`src/rtl/core_bus_bridge.sv`:
```
// core_bus_bridge: Wishbone-classic bridge from the core bus to the Controller
// memory port, with a local MMIO window (LED, cycle counter, status) and a
// watchdog that completes memory accesses the Controller never acknowledges.
module core_bus_bridge #(
   parameter logic [31:0] MMIO_BASE      = 32'h8000_0000,
   parameter int unsigned TIMEOUT_CYCLES = 255,
   parameter logic [31:0] ERR_DATA       = 32'hDEAD_BEEF,
   parameter logic [7:0]  LED_RESET      = 8'h00
) (
   input  logic        clk,
   input  logic        rst,
   input  logic        core_cyc_i,
   input  logic        core_stb_i,
   input  logic        core_we_i,
   input  logic [31:0] core_addr_i,
   input  logic [31:0] core_data_i,
   output logic [31:0] core_data_o,
   output logic        core_ack_o,
   output logic        mem_cyc_o,
   output logic        mem_stb_o,
   output logic        mem_we_o,
   output logic [31:0] mem_addr_o,
   output logic [31:0] mem_data_o,
   input  logic [31:0] mem_data_i,
   input  logic        mem_ack_i,
   output logic [7:0]  led_o,
   output logic        timeout_o
);

   // Watchdog counter is at least 8 bits and always wide enough to reach TIMEOUT_CYCLES.
   localparam int unsigned CNT_W = ($clog2(TIMEOUT_CYCLES + 1) > 8) ? $clog2(TIMEOUT_CYCLES + 1) : 8;
   localparam logic [CNT_W-1:0] CNT_MAX = CNT_W'(TIMEOUT_CYCLES);

   // MEM_DONE is the completion cycle after the Controller ack (or watchdog
   // expiry): strobes are already down and read data is held, and the core
   // ack follows in ACK. This keeps mem_ack_i two registers away from core_ack_o.
   typedef enum logic [2:0] {
      IDLE,
      LOCAL,
      MEM_WAIT,
      MEM_DONE,
      ACK
   } state_t;

   state_t           state;
   logic [CNT_W-1:0] to_cnt;
   logic [31:0]      cycles;
   logic             err_pend;
   logic             is_local;
   logic [31:0]      local_rdata;

   assign is_local = (core_addr_i[31:28] == MMIO_BASE[31:28]);

   // Local register read mux, word-decoded on address bits [3:2].
   always_comb begin
      local_rdata = '0;
      case (core_addr_i[3:2])
         2'd0:    local_rdata = {24'b0, led_o};
         2'd1:    local_rdata = cycles;
         2'd2:    local_rdata = {31'b0, timeout_o};
         default: local_rdata = '0;
      endcase
   end

   // Free-running cycle counter; reset forces zero, otherwise it counts and wraps.
   always_ff @(posedge clk) begin
      if (rst) cycles <= '0;
      else     cycles <= cycles + 32'd1;
   end

   // Bridge FSM: all bus outputs, LED and timeout flag are registered here.
   always_ff @(posedge clk) begin
      if (rst) begin
         state       <= IDLE;
         core_ack_o  <= 1'b0;
         core_data_o <= '0;
         mem_cyc_o   <= 1'b0;
         mem_stb_o   <= 1'b0;
         mem_we_o    <= 1'b0;
         mem_addr_o  <= '0;
         mem_data_o  <= '0;
         led_o       <= LED_RESET;
         timeout_o   <= 1'b0;
         to_cnt      <= '0;
         err_pend    <= 1'b0;
      end else begin
         core_ack_o <= 1'b0;
         case (state)
            IDLE: begin
               if (core_cyc_i && core_stb_i) begin
                  if (is_local) begin
                     state <= LOCAL;
                  end else begin
                     mem_cyc_o  <= 1'b1;
                     mem_stb_o  <= 1'b1;
                     mem_we_o   <= core_we_i;
                     mem_addr_o <= core_addr_i;
                     mem_data_o <= core_data_i;
                     to_cnt     <= '0;
                     state      <= MEM_WAIT;
                  end
               end
            end
            LOCAL: begin
               core_data_o <= local_rdata;
               core_ack_o  <= 1'b1;
               if (core_we_i) begin
                  case (core_addr_i[3:2])
                     2'd0:    led_o <= core_data_i[7:0];
                     2'd2:    if (core_data_i[0]) timeout_o <= 1'b0;
                     default: ;
                  endcase
               end
               state <= ACK;
            end
            MEM_WAIT: begin
               if (!core_cyc_i) begin
                  // Core abandoned the cycle: no ack, any late mem ack is ignored in IDLE.
                  mem_cyc_o <= 1'b0;
                  mem_stb_o <= 1'b0;
                  state     <= IDLE;
               end else if (mem_ack_i) begin
                  core_data_o <= mem_data_i;
                  mem_cyc_o   <= 1'b0;
                  mem_stb_o   <= 1'b0;
                  err_pend    <= 1'b0;
                  state       <= MEM_DONE;
               end else if (to_cnt == CNT_MAX) begin
                  core_data_o <= ERR_DATA;
                  mem_cyc_o   <= 1'b0;
                  mem_stb_o   <= 1'b0;
                  err_pend    <= 1'b1;
                  state       <= MEM_DONE;
               end else begin
                  to_cnt <= to_cnt + 1'b1;
               end
            end
            MEM_DONE: begin
               // Flag is raised together with the ack of the failing access.
               core_ack_o <= 1'b1;
               if (err_pend) timeout_o <= 1'b1;
               state <= ACK;
            end
            ACK: begin
               state <= IDLE;
            end
            default: state <= IDLE;
         endcase
      end
   end

endmodule

```
`config.mk`:
```
export PLATFORM = sky130hd
export DESIGN_NAME = core_bus_bridge
export DESIGN_NICKNAME = d
export VERILOG_FILES = /design/src/rtl/core_bus_bridge.sv
export SDC_FILE = /design/constraint.sdc
export NUM_CORES = 1
export LEC_CHECK = 0
export CAP_MARGIN = 0
export CORE_UTILIZATION = 51
export CTS_BUF_LIST = sky130_fd_sc_hd__clkbuf_4 sky130_fd_sc_hd__clkbuf_8
export CTS_CLUSTER_DIAMETER = 120
export CTS_CLUSTER_SIZE = 8
export DETAILED_ROUTE_END_ITERATION = 8
export PLACE_DENSITY = 0.88
export SYNTH_ARGS = -nofsm -noshare
export SYNTH_HDL_FRONTEND = slang
export SYNTH_SLANG_ARGS = --single-unit
```
`constraint.sdc`:
```
create_clock -name clk -period 7.1 [get_ports clk]
set_clock_uncertainty 0.15 [all_clocks]
set_input_delay 2.13 -clock clk [delete_from_list [all_inputs] [get_ports clk]]
set_output_delay 2.13 -clock clk [all_outputs]
set_load 0.005 [all_outputs]
```
[Word level (Yosys, flattened, before mapping)]
Cells that the tools add are included.
Widths: inputs -> output; s select.
Cells by class
  $add $sub $neg: 2
  equal/unequal tests: 18
  mux-type cells: 31
  bitwise logic cells: 1
  reductions and logical operators: 16
Operators with widths (number)
  $mux 32: 3
  $pmux 32 s3: 1
  $pmux 32 s2: 1
  $mux 8: 5
  $add 32x1->32 const B: 1
  $ne 2x2->1 const B: 9
  $pmux 8 s2: 1
  $mux 1: 12
  $mux 3: 4
  $reduce_and 3->1: 4
  $pmux 3 s3: 1
  $add 8x1->8 const B: 1
  $eq 8x8->1 const B: 1
  $reduce_bool 2->1: 4
  $eq 3x2->1 const B: 2
  $reduce_and 6->1: 1
  $reduce_and 5->1: 1
  $eq 4x4->1 const B: 1
  $ne 4x4->1 const B: 1
  $pmux 1 s2: 2
  $reduce_and 4->1: 1
  $eq 3x1->1 const B: 1
  $logic_not 3->1: 1
  $ne 3x3->1 const B: 1
  other kinds (8): 8
Word-level totals
  register bits after elaboration: 152
  input bits: 102
  output and inout bits: 109

[Longest topological paths before layout]
  depth in word-level cells: 5
  gate-level depth with buffers: 7
  mapped depth without buffers: 5

[Worst setup path after synthesis]
No wires, ideal clock.
  path kind: input port to flip-flop
  from: input port core_addr_i[28]
  to: register mem_addr_o[2]
  library setup time: 132 ps
  data arrival time: 3624 ps
  required time: 6818 ps
  path slack: 3194 ps
  stages on the path: 7
  path buffers: 3
  cell sequence: or4b_2 -> clkbuf_1 -> and3_1 -> clkbuf_1 -> clkbuf_1 -> nand2_1 -> a21oi_1
Between the ends
  longest elaborated chain between the ends: 3
Ends and longest elaborated chain
  start: declaration: RTL line 15  | input logic [31:0] core_addr_i,
  $eq 4x4->1: RTL line 52  | assign is_local = (core_addr_i[31:28] == MMIO_BASE[31:28]);
  $not 1->1 (no source line)
  $reduce_and 3->1 (no source line)
  end signal: assignment: RTL line 97  | mem_addr_o <= core_addr_i;
  end: declaration: RTL line 22  | output logic [31:0] mem_addr_o,
Every way passes these cells.
A chain may end at the register's enable or synchronous reset.

[Worst setup path in the final report]
  from: input port mem_ack_i
  to: register core_data_o[12]
Between the ends
  longest elaborated chain between the ends: 3
  elaborated cells between the ends (all ways): 5
  classes of those cells: eq/ne (1); mux (3); reduce/logical (1)
Ends and longest elaborated chain
  start: declaration: RTL line 25  | input logic mem_ack_i,
  $mux 32: RTL line 122  | end else if (mem_ack_i) begin
  $mux 32: RTL line 117  | if (!core_cyc_i) begin
  $pmux 32 s2: RTL line 88  | case (state)
  end signal: assignment: RTL line 105  | core_data_o <= local_rdata;
  end signal: assignment: RTL line 123  | core_data_o <= mem_data_i;
  end: declaration: RTL line 17  | output logic [31:0] core_data_o,
Parallel ways exist; a longest one is shown, timed or not. The select of a mux whose other input is x is not followed.

==> flow_metrics.tcl <==
set metrics [dict create \
    io_pins 211 \
    required_ns 7.24 \
    vdd_drop_max_v 0.000150 \
    fin_util_pct 73.4 \
    final.period_utilization_pct 66.6 \
    synth.distinct_cells 52 \
    cts_setup_buffers 0 \
    max_freq_mhz 212 \
    rrSetupSlack_ns 4.28 \
    path_max_fanout 25 \
    finalPower_mw 1.73 \
    cts_buffers 17 \
    maxCapViolCount 0 \
    rsz0062_at_grt "false" \
    antenna_found_initial 0 \
    hold_class "reg2reg" \
    pre_cts_ws_ns 2.02 \
    crit_path_top_delay_cell "clkdlybuf4s50_1" \
    port-buffer-count 210 \
    fp.dieH_um 114 \
    slowest_delay_ns 0.82 \
    synthMuxAreaShare_pct 3.00 \
    grt_use_total_pct 28.6 \
    final_cells 1134 \
    grt_pass1_wl_um 29400 \
    ant_nets 0 \
    vias_per_cell 5.70 \
    crit_chain "clkdlybuf4s50_1 -> inv_1 -> o211ai_1 -> and2_0 -> buf_4 -> a311oi_1" \
    fillers 912 \
    htree_levels 4 \
    synth_xor_xnor_area_share_pct 1.50 \
    worstSetupStartpointType "primary input" \
    postSynthCellCount 780 \
    antenna_cells 0 \
    route.met3.wl_um 1880 \
    ctsHoldBuffers 0 \
    insertion_delay_ns 0.45 \
    status "finished clean" \
    min_period_ns 4.73 \
    cellLeakagePower_nw 2.90 \
    syn-num-nets 884 \
    worst_pin_slew_ns 0.951 \
    fp-row-count 40 \
    slew_viol_final 0 \
    cts_buffer_depth 2 \
    cp.arrival_ns 4.87 \
    cts_tree "yes" \
    finalHoldViolCount 0 \
    die_width_um 114 \
    wl_met1_um 7470 \
    core_area_mm2 0.0122 \
    fin_nets 1060 \
    root_buffer "clkbuf_8" \
    highest_layer "met4" \
    power_density_mw_per_mm2 194 \
    avgSynthCellArea_um2 8.23 \
    critical_path_buf_inv_count 3 \
    synthAdderAreaFrac_pct 0.390 \
    placed_cell_area_mm2 0.00857 \
    setup_viol 0 \
    start_util_pct 52.8 \
    grt_max_degree 80 \
    synth_compound_area_share_pct 19.9 \
    synth_top_family_by_area "simple AND/OR/NAND/NOR gates" \
    ys_ff_latch 152 \
    drive_gt1_share_pct 6.42 \
    placed_cells 1105 \
    whs_ns 0.305 \
    dieArea_mm2 0.0130 \
    drcViolationCount 0 \
    ys_warn_count 0 \
    synth-edff-count 0 \
    cts.sinks 152 \
    syn_to_final_growth_pct 38.9 \
    gr-total-overflow 0 \
    crit_family "buffers and inverters" \
    yosys.area_share.simple_pct 23.4 \
    drtPass1Iterations 5 \
    detail_route.wirelength_um 18500 \
    synth_seq_area_share_pct 47.4 \
    slew_headroom_pct 36.5 \
    tns_ns 0 \
    setup_ws_ns 2.37 \
    synthArstFlopShare_pct 0 \
    wl_per_cell_um 16.4 \
    via_count 6462 \
    hpwlAfterDp_um 12700 \
    cp-end-kind "register" \
    ys.flop_type "dfxtp_1" \
    path_clk_slew_ns 0.07 \
    netlist_area_mm2 0.00642 \
    grt_pass1_vias 6137 \
    cts_resized 0 \
    fin_area_mm2 0.00892 \
    dr_wl_met2_um 8870 \
    crit_type "in2reg" \
    drtIter0Drc 510 \
    gp_congestion 0.868 \
]
==> cells by family after synthesis <==
family / after synthesis
buffers and inverters: 72
muxes: 19
and+or+nand+nor: 307
DFF: 152
AOI/OAI and AO/OA: 217
adders and majority gates: 2
xor gates and xnor gates: 11
==> layout make-up <==
class | count | area [um2] | area share (%)
sequential | 152 | 3040 | 34.1
inverter | 10 | 37.5 | 0.421
multi-input combinational | 556 | 3110 | 34.9
clock buffer | 26 | 339 | 3.80
clock inverter | 3 | 15.0 | 0.168
tap | 168 | 210 | 2.36
timing repair buffer | 219 | 2170 | 24.3
==> sequential cells by signal (all words and copies together) (netlist names) <==
signal	cells
timeout_o	1
cycles	32
mem_we_o	1
mem_stb_o	1
led_o	8
core_ack_o	1
mem_data_o	32
core_data_o	32
state	3
err_pend	1
mem_addr_o	32
to_cnt	8
==> cells in the final DEF (no fill, tap or decap), types with 5 or more instances in the layout <==
master | Yosys | layout
nand2_1 | 144 | 144
mux2i_1 | 17 | 17
inv_1 | 10 | 10
nor2b_1 | 5 | 5
or3_1 | 10 | 10
nor2_1 | 30 | 30
nor3_1 | 7 | 7
or4_1 | 12 | 12
a21oi_1 | 123 | 122
a31oi_1 | 5 | 5
clkdlybuf4s50_1 | 0 | 209
dfxtp_1 | 152 | 152
a311oi_1 | 31 | 31
clkbuf_8 | 0 | 23
o21ai_0 | 34 | 34
nand3_1 | 52 | 51
xnor2_1 | 7 | 7
o31ai_1 | 10 | 10
buf_4 | 1 | 10
nand4_1 | 9 | 9
==> cells in the mapped netlist, types with 4 or more instances <==
cell        n  area share, %
a21oi_1   123            9.6
a311oi_1   31            4.2
a31oi_1     5           0.49
and3_1      4           0.39
and4_1      4           0.55
buf_2       4           0.31
clkbuf_1   55            3.2
dfxtp_1   152             47
inv_1      10           0.58
mux2i_1    17            2.6
nand2_1   144            8.4
nand2b_1    4           0.39
nand3_1    52            4.1
nand4_1     9           0.88
nor2_1     30            1.8
nor2b_1     5           0.49
nor3_1      7           0.55
o21ai_0    34            2.6
o31ai_1    10            1.2
or2_2       4           0.39
or3_1      10           0.97
or4_1      12            1.4
xnor2_1     7           0.95
xor2_1      4           0.55
==> worst min-delay path, stage by stage, from the launching register on <==
cell,delay (ns)
dfxtp_1,0.31
nand2_1,0.05
a21oi_1,0.05
==> metal layers <==
layer / global-route usage [%] / vias up
met3: 9.90 / 28
met4: 10.7 / 0
met2: 47.8 / 308
met5: 0 / -
met1: 33.8 / 2988
li1: - / 3138
==> path summary, 6_finish.rpt <==
kind | start | endpoint | depth (start not counted)
max | mem_ack_i | core_data_o[12] | 6
min | mem_data_o[30] | mem_data_o[30] | 2
max reg2reg | state[1] | core_data_o[12] | 6
min reg2reg | mem_data_o[30] | mem_data_o[30] | 2
==> power by group <==
part	total, mW	internal, mW	switching [mW]
sequential	0.901	0.882	0.0193
combinational	0.233	0.127	0.106
clock	0.597	0.302	0.295
total	1.73	1.31	0.420
Power figures use the tool's default switching activity.
==> patch 1, RTL diff (same settings) <==
Make the reset (`rst`) asynchronous in 2 clocked blocks.
--- a/src/rtl/core_bus_bridge.sv
+++ b/src/rtl/core_bus_bridge.sv
@@ -63,13 +63,13 @@
    end
 
    // Free-running cycle counter; reset forces zero, otherwise it counts and wraps.
-   always_ff @(posedge clk) begin
+   always_ff @(posedge clk or posedge rst) begin
       if (rst) cycles <= '0;
       else     cycles <= cycles + 32'd1;
    end
 
    // Bridge FSM: all bus outputs, LED and timeout flag are registered here.
-   always_ff @(posedge clk) begin
+   always_ff @(posedge clk or posedge rst) begin
       if (rst) begin
          state       <= IDLE;
          core_ack_o  <= 1'b0;
Function: differs if rst is asserted again (counterexample within 4 cycles, from zero or initial values and one cycle with rst high); with rst held inactive, the same outputs for 4 cycles.
==> patch 1 against the original RTL <==
Routed wire length decreased by 7.6%. Final area increased by 5.2%. Synthesized area is 5.9% higher. Worst setup slack improved by 0.033 ns. Register-to-register slack improved by 0.08 ns. Sequential cell count unchanged. Critical endpoint is now core_data_o[20]$_DFFE_PP0P_.
Power is not compared: it rests on default switching activity, and its combinational part moved more than twofold at a synthesized area within 25%.
==> patch 1: results <==
export IMPL_outcome="complete, no violations"
export IMPL_ys_seq_area_share_pct=55.9
export IMPL_routabilityCongestion=0.863
export IMPL_synth_distinct_cells=45
export IMPL_cp_data_arrival_time_ns=4.86
export IMPL_netlist_area_leader_share_pct=55.9
export IMPL_stdcell_count=1068
export IMPL_reg2reg_depth=5
export IMPL_grt_pass1_wl_mm=28.1
export IMPL_via_count=5644
export IMPL_synth_net_count=792
export IMPL_wl_per_cell_um=16.0
export IMPL_fillerInstances=908
export IMPL_drtIter0Drc=346
export IMPL_drive_above_1_share_pct=7.81
export IMPL_nNetsFinal=991
export IMPL_worst_hold_slack_ns=0.324
export IMPL_reg2reg_to="core_data_o[20]$_DFFE_PP0P_"
export IMPL_clk_pin_slew_ns=0.07
export IMPL_yosys_top_cells_count="202 x nand2_1, 152 x dfrtp_1, 41 x inv_1"
export IMPL_place_hpwl_mm=12.1
export IMPL_track_usage_pct=25.8
export IMPL_dp_slack_ns=1.99
export IMPL_synth_area_top_cells="dfrtp_1 56%, nand2_1 11%, mux2_2 3.5%"
export IMPL_netlist_instances=688
export IMPL_grt_max_degree=113
export IMPL_synthArstFlopShare_pct=100
export IMPL_hp_start="mem_addr_o[10]$_DFFE_PP0P_"
export IMPL_r2r_setup_slack_ns=4.36
export IMPL_dpl_cell_count=1040
export IMPL_critPathMaxFanout=32
export IMPL_antenna_found_initial=0
export IMPL_ir_drop_mv=0.126
export IMPL_die_area_um2=13800
export IMPL_synth_ff_type="dfrtp_1"
export IMPL_worstMarginPinSlew_ns=1.16
export IMPL_whs_endpoint="mem_addr_o[10]$_DFFE_PP0P_"
export IMPL_r2r_start="to_cnt[0]$_DFFE_PP0P_"
export IMPL_clkLatencyLatePin_ns=0.44
[patch 1: changes by cell type after synthesis, moves of 25 or more]
cell	before	now
a21oi_1	123	22
a311oi_1	31	0
dfxtp_1	152	0
nand3_1	52	12
inv_1	10	41
clkbuf_1	55	12
o21ai_0	34	9
nand2_1	144	202
dfrtp_1	0	152
[patch 1: logic make-up after synthesis]
logic type               Yosys count  synth area share [%]
AO/OA/AOI/OAI                     84                  7.70
multiplexers                      48                  8.11
buffers and inverters             77                  4.78
AND/OR/NAND/NOR                  295                  19.3
flip-flops                       152                  55.9
adder cells (fa/ha/maj)            2                 0.368
XOR/XNOR                          30                  3.86
[patch 1: worst max path at each step]
| stage | start | to | slack (ns) | cells past startpoint |
|---|---|---|---|---|
| after global placement | mem_ack_i | core_data_o[16]$_DFFE_PP0P_ | 2.03 | 4 |
| after CTS | mem_ack_i | core_data_o[20]$_DFFE_PP0P_ | 2.46 | 4 |
| after floorplan | rst | core_ack_o$_DFF_PP0_ | 0.73 | 1 |
| after detailed placement | mem_ack_i | core_data_o[14]$_DFFE_PP0P_ | 1.99 | 4 |
| final | mem_ack_i | core_data_o[20]$_DFFE_PP0P_ | 2.41 | 4 |
| after global routing | mem_ack_i | core_data_o[20]$_DFFE_PP0P_ | 2.30 | 4 |
[patch 1: area by class of cell]
class	instances	area (µm²)	share of cell area (%)
well taps	172	215	2.29
clock inverters	8	101	1.08
clock buffers	20	269	2.87
flip-flops and latches	152	3800	40.5
multi-input cells	459	2690	28.7
inverters	41	159	1.69
repair buffers	216	2150	22.9
[patch 1: routing by layer]
layer	track usage [%]	wire [µm]	up-vias
met1	33.4	7260	2715
met4	9.29	291	0
met3	5.04	1080	24
met2	43.5	8510	219
li1	-	-	2686
met5	0	0	-
[patch 1: power breakdown]
part	internal, mW	leakage [nW]	switching (mW)
logic	0.453	2.35	0.263
clock network	0.326	0.182	0.307
registers	1.04	1.97	0.103
[patch 1: per-stage QoR]
stage	total power, mW	area [µm²]
5_1_grt	2.62	9390
6_report	2.49	9390
3_5_place_dp	1.88	9020
3_3_place_gp	1.85	9020
2_1_floorplan	1.40	6800
4_1_cts	2.51	9390
[patch 1: worst max-delay path, stage by stage]
cell and delay, ns:
clkdlybuf4s50_1 0.91, a21oi_1 0.47, a2bb2oi_4 0.89, mux2_2 0.43
==> patch 2, RTL diff (same settings) <==
Made on the original files. The parameter `TIMEOUT_CYCLES` goes from 255 to 510.
--- a/src/rtl/core_bus_bridge.sv
+++ b/src/rtl/core_bus_bridge.sv
@@ -3,7 +3,7 @@
 // watchdog that completes memory accesses the Controller never acknowledges.
 module core_bus_bridge #(
    parameter logic [31:0] MMIO_BASE      = 32'h8000_0000,
-   parameter int unsigned TIMEOUT_CYCLES = 255,
+   parameter int unsigned TIMEOUT_CYCLES = 510,
    parameter logic [31:0] ERR_DATA       = 32'hDEAD_BEEF,
    parameter logic [7:0]  LED_RESET      = 8'h00
 ) (
Formal check against the unedited RTL: same outputs for any inputs over 4 cycles, from zero or initial values and one cycle with rst high; that may be too few to reach the edited logic, so the function may still have changed.
==> patch 2 against the original RTL <==
Routed wire length decreased by 0.84%. Core utilization is 2.3 points lower. Worst setup slack improved by 0.40 ns. Largest cell class unchanged. Highest routed layer unchanged. Power increased by 2.8%. Global-route usage shrank 2.2 points. Via count fell by 0.23%. Sequential cell count grew 1. Synthesized cell count grew 5.0%. Non-clock buffer count is 3 lower. Register-to-register slack gained 0.12 ns. Synthesized area up 7.3%. Count of clock-buffer cells in the layout decreased by 7. Final area grew 5.1%.
==> patch 2: results <==
export IMPL_dr_pass1_iters=4
export IMPL_synthAdderAreaFrac_pct=0.545
export IMPL_ys_seq_area_share_pct=44.4
export IMPL_dpl_cell_count=1144
export IMPL_grt_pass1_vias=5983
export IMPL_multi_input_area_um2=3410
export IMPL_inverters=32
export IMPL_core_um2=13200
export IMPL_period_share_pct=61.0
export IMPL_drive_above_1_share_pct=6.70
export IMPL_power_switching_mw=0.453
export IMPL_placed_area_um2=8970
export IMPL_wl_met3_mm=1.05
export IMPL_place_hpwl_mm=12.4
export IMPL_synth_distinct_cells=54
export IMPL_wl_per_cell_um=15.6
export IMPL_p_leak_nw=3.41
export IMPL_ys_ff_latch=153
export IMPL_drtIter0Drc=484
export IMPL_wl_met2_mm=9.06
export IMPL_multi_input_gates=567
export IMPL_synth_mux_area_share_pct=8.69
export IMPL_stdcell_count=1176
export IMPL_seq_share_pct=32.7
export IMPL_critPathMaxFanout=10
export IMPL_track_usage_pct=26.4
export IMPL_wl_met1_mm=7.85
export IMPL_cp_data_arrival_time_ns=4.56
export IMPL_ir_drop_mv=0.113
export IMPL_outcome="complete, no violations"
export IMPL_startpoint="core_cyc_i"
export IMPL_synth_net_count=924
export IMPL_reg2reg_to="to_cnt[4]$_SDFFE_PP0P_"
export IMPL_slowest_delay_ns=0.88
export IMPL_grtUsageMet1_pct=32.3
export IMPL_fillerInstances=1044
patch 2: cell count changes after synthesis, moves of 10 or more:
| cell | before | now |
|---|---|---|
| nand3_1 | 52 | 28 |
| inv_1 | 10 | 32 |
| mux2_2 | 2 | 15 |
| mux2i_1 | 17 | 43 |
| a311oi_1 | 31 | 0 |
| buf_2 | 4 | 19 |
| clkbuf_1 | 55 | 37 |
| a21oi_1 | 123 | 113 |
| nand2b_1 | 4 | 28 |
| nor2b_1 | 5 | 17 |
| o21ai_0 | 34 | 5 |
| a311o_1 | 0 | 17 |
patch 2: power by group through the flow:
| stage | combinational [mW] | sequential, mW | clock, mW |
|---|---|---|---|
| finish | 0.220 | 0.894 | 0.667 |
| global route | 0.238 | 0.898 | 0.716 |
| global placement | 0.216 | 0.913 | 0 |
| detailed placement | 0.218 | 0.914 | 0 |
| floorplan | 0.100 | 0.914 | 0 |
| CTS | 0.220 | 0.894 | 0.677 |
